===== config.mk =====
export PLATFORM = sky130hd
export DESIGN_NAME = wave_display_mc
export DESIGN_NICKNAME = d
export VERILOG_FILES = /design/src/rtl/wave_display_pkg.sv /design/src/rtl/wave_channel_cmp.sv /design/src/rtl/wave_display_mc.sv
export SDC_FILE = /design/constraint.sdc
export NUM_CORES = 1
export LEC_CHECK = 0
export ABC_AREA = 0
export BUFFER_PORTS_ARGS = -buffer_cell sky130_fd_sc_hd__buf_2
export CORE_MARGIN = 2
export CORE_UTILIZATION = 52
export CTS_BUF_LIST = sky130_fd_sc_hd__clkbuf_2 sky130_fd_sc_hd__clkbuf_4 sky130_fd_sc_hd__clkbuf_8
export CTS_CLUSTER_DIAMETER = 150
export DETAILED_ROUTE_END_ITERATION = 8
export GPL_TIMING_DRIVEN = 0
export HOLD_SLACK_MARGIN = 0.06
export PLACE_DENSITY = 0.82
export SETUP_SLACK_MARGIN = 0.2
export SLEW_MARGIN = 20
export SYNTH_ARGS = -nofsm -noshare
export SYNTH_HDL_FRONTEND = slang
export SYNTH_SLANG_ARGS = --single-unit
export TNS_END_PERCENT = 20

===== constraint.sdc =====
create_clock -name clk -period 3.8 [get_ports clk]
set_input_delay 0.57 -clock clk [delete_from_list [all_inputs] [get_ports clk]]
set_output_delay 0.57 -clock clk [all_outputs]
set_load 0.02 [all_outputs]

===== src/rtl/wave_display_pkg.sv =====
// wave_display_pkg: shared widths, window defaults, colours and pipeline types
// Used by wave_display_mc (top) and wave_channel_cmp (per-channel compare).
package wave_display_pkg;
    localparam int DEF_SAMPLE_W = 8;
    localparam int DEF_IDX_W = 8;
    localparam int X_W = 11;
    localparam int Y_W = 10;
    localparam int DEF_X_SHIFT = 1;
    localparam int DEF_Y_SHIFT = 1;
    localparam int DEF_X_START = 384;
    localparam int DEF_Y_START = 256;
    localparam logic [23:0] COLOR_GREEN = 24'h00FF00;
    localparam logic [23:0] COLOR_MAGENTA = 24'hFF00FF;
    typedef struct packed {
        logic in_win;
        logic new_sample;
        logic first;
    } pix_flags_t;
endpackage


===== src/rtl/wave_channel_cmp.sv =====
// wave_channel_cmp: one trace's prev/cur sample registers and row-range compare
// Ports: clk, reset (async, active-high); new_sample/first/in_win/row are the
// stage-1 pixel attributes; en is the frame-latched channel enable; value is
// the RAM sample for this channel; lit = pixel lies between prev and cur.
module wave_channel_cmp
    import wave_display_pkg::*;
#(
    parameter int SAMPLE_W = DEF_SAMPLE_W
) (
    input  logic                clk,
    input  logic                reset,
    input  logic                new_sample,
    input  logic                first,
    input  logic                in_win,
    input  logic                en,
    input  logic [SAMPLE_W:0]   row,
    input  logic [SAMPLE_W-1:0] value,
    output logic                lit
);
    localparam logic [SAMPLE_W:0] TOP_ROW = {1'b0, {SAMPLE_W{1'b1}}};

    logic [SAMPLE_W-1:0] cur, prev, cur_s, prev_s;
    logic [SAMPLE_W:0] t_cur, t_prev, lo, hi;

    // Bypass so the pixel that loads a new sample is drawn with it; the first
    // sample of a row has no predecessor, so its segment collapses to a point.
    assign cur_s = new_sample ? value : cur;
    assign prev_s = new_sample ? (first ? value : cur) : prev;
    assign t_cur = TOP_ROW - {1'b0, cur_s};
    assign t_prev = TOP_ROW - {1'b0, prev_s};
    assign lo = (t_prev < t_cur) ? t_prev : t_cur;
    assign hi = (t_prev < t_cur) ? t_cur : t_prev;
    assign lit = en && in_win && row >= lo && row <= hi;

    always_ff @(posedge clk or posedge reset) begin
        if (reset) begin
            cur <= '0;
            prev <= '0;
        end else begin
            cur <= cur_s;
            prev <= prev_s;
        end
    end
endmodule


===== src/rtl/wave_display_mc.sv =====
// wave_display_mc: multi-channel oscilloscope trace renderer for the pixel pipeline
// Ports: clk, reset (async, active-high); x/y/valid raster position;
// read_index = RAM half safe to show; ch_en per-channel enables; freeze holds
// the frame-latched index/enables; read_value = RAM data one cycle after
// read_address; read_address = {shown_index, sample_no} (combinational);
// valid_pixel/r/g/b = pixel output two cycles after x/y/valid.
module wave_display_mc
    import wave_display_pkg::*;
#(
    parameter int NUM_CH = 2,
    parameter int SAMPLE_W = DEF_SAMPLE_W,
    parameter int IDX_W = DEF_IDX_W,
    parameter int X_SHIFT = DEF_X_SHIFT,
    parameter int Y_SHIFT = DEF_Y_SHIFT,
    parameter int X_START = DEF_X_START,
    parameter int Y_START = DEF_Y_START,
    parameter logic [NUM_CH*24-1:0] CH_COLORS = {COLOR_MAGENTA, COLOR_GREEN}
) (
    input  logic                       clk,
    input  logic                       reset,
    input  logic [X_W-1:0]             x,
    input  logic [Y_W-1:0]             y,
    input  logic                       valid,
    input  logic                       read_index,
    input  logic [NUM_CH-1:0]          ch_en,
    input  logic                       freeze,
    input  logic [NUM_CH*SAMPLE_W-1:0] read_value,
    output logic [IDX_W:0]             read_address,
    output logic                       valid_pixel,
    output logic [7:0]                 r,
    output logic [7:0]                 g,
    output logic [7:0]                 b
);
    localparam int CW = SAMPLE_W + 1;
    localparam int X_END = X_START + ((1 << IDX_W) << X_SHIFT);
    localparam int Y_END = Y_START + ((1 << SAMPLE_W) << Y_SHIFT);

    logic shown_index;
    logic [NUM_CH-1:0] en_q;
    logic [X_W-1:0] dx;
    logic [Y_W-1:0] dy;
    pix_flags_t s0, s1;
    logic [CW-1:0] row0, row1;
    logic [NUM_CH-1:0] lit;
    logic [23:0] color;

    assign dx = x - X_W'(X_START);
    assign dy = y - Y_W'(Y_START);
    assign s0.in_win = valid
        && 32'(x) >= 32'(X_START) && 32'(x) < 32'(X_END)
        && 32'(y) >= 32'(Y_START) && 32'(y) < 32'(Y_END);
    assign s0.new_sample = s0.in_win && (dx & X_W'((1 << X_SHIFT) - 1)) == '0;
    assign s0.first = x == X_W'(X_START);
    assign row0 = CW'(dy >> Y_SHIFT);
    assign read_address = {shown_index, IDX_W'(dx >> X_SHIFT)};

    // Index and enables only move at frame start so a frame never mixes halves.
    always_ff @(posedge clk or posedge reset) begin
        if (reset) begin
            shown_index <= 1'b0;
            en_q <= '1;
            s1 <= '0;
            row1 <= '0;
        end else begin
            if (valid && x == '0 && y == '0 && !freeze) begin
                shown_index <= read_index;
                en_q <= ch_en;
            end
            s1 <= s0;
            row1 <= row0;
        end
    end

    for (genvar c = 0; c < NUM_CH; c++) begin : g_ch
        wave_channel_cmp #(.SAMPLE_W(SAMPLE_W)) u_cmp (
            .clk(clk),
            .reset(reset),
            .new_sample(s1.new_sample),
            .first(s1.first),
            .in_win(s1.in_win),
            .en(en_q[c]),
            .row(row1),
            .value(read_value[c*SAMPLE_W +: SAMPLE_W]),
            .lit(lit[c])
        );
    end

    // Scan from the top so the lowest-index lit channel wins.
    always_comb begin
        color = '0;
        for (int i = NUM_CH - 1; i >= 0; i--)
            if (lit[i]) color = CH_COLORS[i*24 +: 24];
    end

    always_ff @(posedge clk or posedge reset) begin
        if (reset) begin
            valid_pixel <= 1'b0;
            {r, g, b} <= '0;
        end else begin
            valid_pixel <= |lit;
            {r, g, b} <= color;
        end
    end
endmodule


==> impl_metrics.yaml <==
status:
  outcome: "finished with violations"
  violations: "negative setup slack"
cells_and_area:
  n_antenna_cell: 0
  multiInputGateArea_um2: 2430
  layout-drive-gt1-share: 0.466
  fin_nets: 567
  regArea_um2: 1250
  fillerInstances: 452
  area_delta_synth_final_pct: 39.1
  final_util: 0.749
  final_area_um2: 5120
global_route:
  grt_pass1_vias: 3202
  grtUsageTotal: 0.256
  grt_pass1_wl_um: 15300
  antenna_found_initial: 0
  grt_overflow: 0
  grt_max_degree: 29
timing:
  finalHoldViolations: 0
  tns_ps: -493
  maxSlewHeadroom: 0.549
  rsz0062_at_grt: "yes"
  fin_crit_ps: 4070
  fin_crit_sh: 1.07
  finalWorstSetupSlack_ps: -269
  skew_ps: 10.0
  fmax_ghz: 0.246
  finalSetupViolations: 3
  tightestPinTransition_ps: 667
  maxSlewViolCount: 0
worst_setup_path:
  critPathKind: "reg2reg"
  r2r_slack_ps: -270
  crit_top_cell: "buf_6"
  crit_path_max_fanout: 8
  crit_required_ps: 4060
  end_kind: "flip-flop"
  crit_slowest_cell: "dfrtp_1"
  crit_arrival_ps: 4330
  max_stage_delay_ps: 360
  worstSetupStartpointType: "flip-flop"
  crit_chain: "buf_6 -> buf_8 -> buf_12 -> buf_6 -> mux2i_4 -> inv_1 -> ha_1 -> a21oi_2 -> nor2_1 -> a211oi_2 -> o31a_1 -> buf_6 -> mux2i_1 -> ha_1 -> o21ai_0 -> o221ai_2 -> a2111oi_4 -> o2111ai_2 -> a21bo_2"
route:
  drt_iter0_drc: 232
  drt-vias-per-instance: 5.61
  drc: 0
  wirelength_um: 10200
  vias: 3197
  antenna_left: 0
  dr.pass1.iters: 4
  avgRoutedWirePerCell_um: 17.9
floorplanning:
  die_area_um2: 7770
  io_pins: 78
  fp.dieH_um: 88.1
  rows: 30
  die_w_um: 88.1
  start_util: 0.539
  core-area_um2: 6830
synth:
  yosysTopAreaCell: "dfrtp_1"
  synth_area_um2: 3680
  synthArstFlopShare: 1.00
  yosys_warnings: 0
  synth-edff-count: 0
  syn-num-nets: 457
  synth_common_cells: "mux2i_1, ha_1, dfrtp_1, inv_1, buf_4"
  seq_area_frac_synth: 0.341
  avgSynthCellArea_um2: 10.1
  syn_inst: 363
  synth_top_cell_area_share: 0.326
  synthFlopType: "dfrtp_1"
  ys_top_cells_by_area: "dfrtp_1, ha_1, mux2i_1, buf_4, inv_1"
  ys_ff_latch: 50
  yosysMostFrequentCell: "mux2i_1"
  ys_types: 44
cts:
  cts-root-buf: "clkbuf_8"
  htreeDepth: 2
  path_clk_slew_ps: 90
  numCtsBuffers: 5
  clkLatencyLatePin_ps: 320
  cts.sinks: 50
  tritoncts: "yes"
  clockBufferDepth: 2
place:
  place.gp.congestion: 0.880
  port_buffers: 77
  hpwl_um: 6330
  postPlaceCellArea_um2: 4240
  dp_slack_ps: -415
flow_run:
  max-cap-violations: 0
power:
  leakage_nw: 2.59
  total_power_w: 0.00278
  power_density_nw_per_um2: 543
  ir_drop_uv: 257
min_path:
  hold_class: "in2async"
-- cell usage in the layout (no fill, tap or decap), drive strengths merged, types with 2 or more instances in the layout --
| cell | Yosys | layout |
|---|---|---|
| clkbuf | 2 | 8 |
| o31ai | 3 | 3 |
| mux2 | 5 | 5 |
| a21o | 3 | 3 |
| dfstp | 2 | 2 |
| ha | 50 | 50 |
| mux2i | 62 | 62 |
| o21a | 2 | 2 |
| nand3 | 2 | 2 |
| nand2 | 24 | 24 |
| o31a | 2 | 2 |
| buf | 39 | 139 |
| a211oi | 3 | 3 |
| nor2 | 10 | 10 |
| nor3 | 4 | 4 |
| a2111oi | 2 | 2 |
| a21oi | 15 | 15 |
| nor3b | 3 | 3 |
| o21ai | 17 | 17 |
| o2111ai | 2 | 2 |
| nand2b | 2 | 2 |
| nand4 | 5 | 5 |
| bufbuf | 0 | 3 |
| dfrtp | 48 | 48 |
| inv | 37 | 37 |
| nor4bb | 2 | 2 |
| nor4 | 3 | 3 |
-- power by group --
group	total, W	leakage (nW)	internal (W)	switching [W]
sequential	0.000709	0.607	0.000631	0.0000782
clock	0.000340	0.0472	0.000147	0.000193
combinational	0.00173	1.93	0.000864	0.000866
total	0.00278	2.59	0.00164	0.00114
-- critical path: cells and delay by family (launching register included) --
| kind | cells | cell delay, ps |
|---|---|---|
| simple gates | 1 | 80 |
| buf+inv | 6 | 790 |
| fa+ha+maj | 2 | 520 |
| flops | 1 | 360 |
| mux | 2 | 560 |
| compound gates | 8 | 1700 |
-- through the flow --
stage | instances | hold slack (ps)
final | 570 | 279
after floorplan | 363 | 482
after global placement | 536 | 504
after detailed placement | 537 | 504
after CTS | 566 | 303
after global routing | 570 | 312
-- layer usage --
| layer | wire (µm) | track usage | share of wire |
|---|---|---|---|
| met5 | 0 | 0 | 0 |
| met4 | 268 | 0.0771 | 0.026 |
| met3 | 584 | 0.0368 | 0.057 |
| met2 | 5210 | 0.458 | 0.51 |
| met1 | 4160 | 0.320 | 0.41 |
-- state kept, by name, summed over array words and instances (netlist names) --
signal           count
g_ch.u_cmp.cur      16
g_ch.u_cmp.prev     16
row1                 9
s1                   3
en_q                 2
b                    1
g                    1
shown_index          1
valid_pixel          1
-- area by class of cell --
class | count | share of cell area
plain buffers | 41 | 0.0758
inverters | 37 | 0.0271
multi-input cells | 235 | 0.475
flip-flops and latches | 50 | 0.245
clock inverters | 2 | 0.00244
repair buffers | 103 | 0.135
clock buffers | 6 | 0.0161
well taps | 96 | 0.0235
-- cell families after synthesis --
family | Yosys count | share of synthesized area
compound gates | 55 | 0.0938
buf+inv | 78 | 0.123
simple gates | 63 | 0.0884
flops | 50 | 0.341
fa+ha+maj | 50 | 0.170
mux | 67 | 0.184
-- path summary, 6_finish.rpt --
kind / cells after the start / startpoint / end
worst max register to register: 19 / s1[1]$_DFF_PP0_ / valid_pixel$_DFF_PP0_
min in group clk: 1 / y[4] / row1[3]$_DFF_PP0_
max in group asynchronous: 3 / reset / en_q[1]$_DFFE_PP1P_
worst min register to register: 2 / g_ch[0].u_cmp.prev[5]$_DFF_PP0_ / g_ch[0].u_cmp.prev[5]$_DFF_PP0_
worst max-delay path: 19 / s1[1]$_DFF_PP0_ / valid_pixel$_DFF_PP0_
worst min-delay path: 2 / reset / g_ch[0].u_cmp.cur[6]$_DFF_PP0_
-- repair_timing --
item                                    CTS  global route
setup buffers                            17             4
gates cloned                              4             0
gates resized for setup                  80            29
endpoints found under the hold margin     0             0
endpoints found under the setup margin    3             3
hold buffers                              0             0
pin swaps                                25            13
Note: power is estimated with default switching activity, not from simulation.
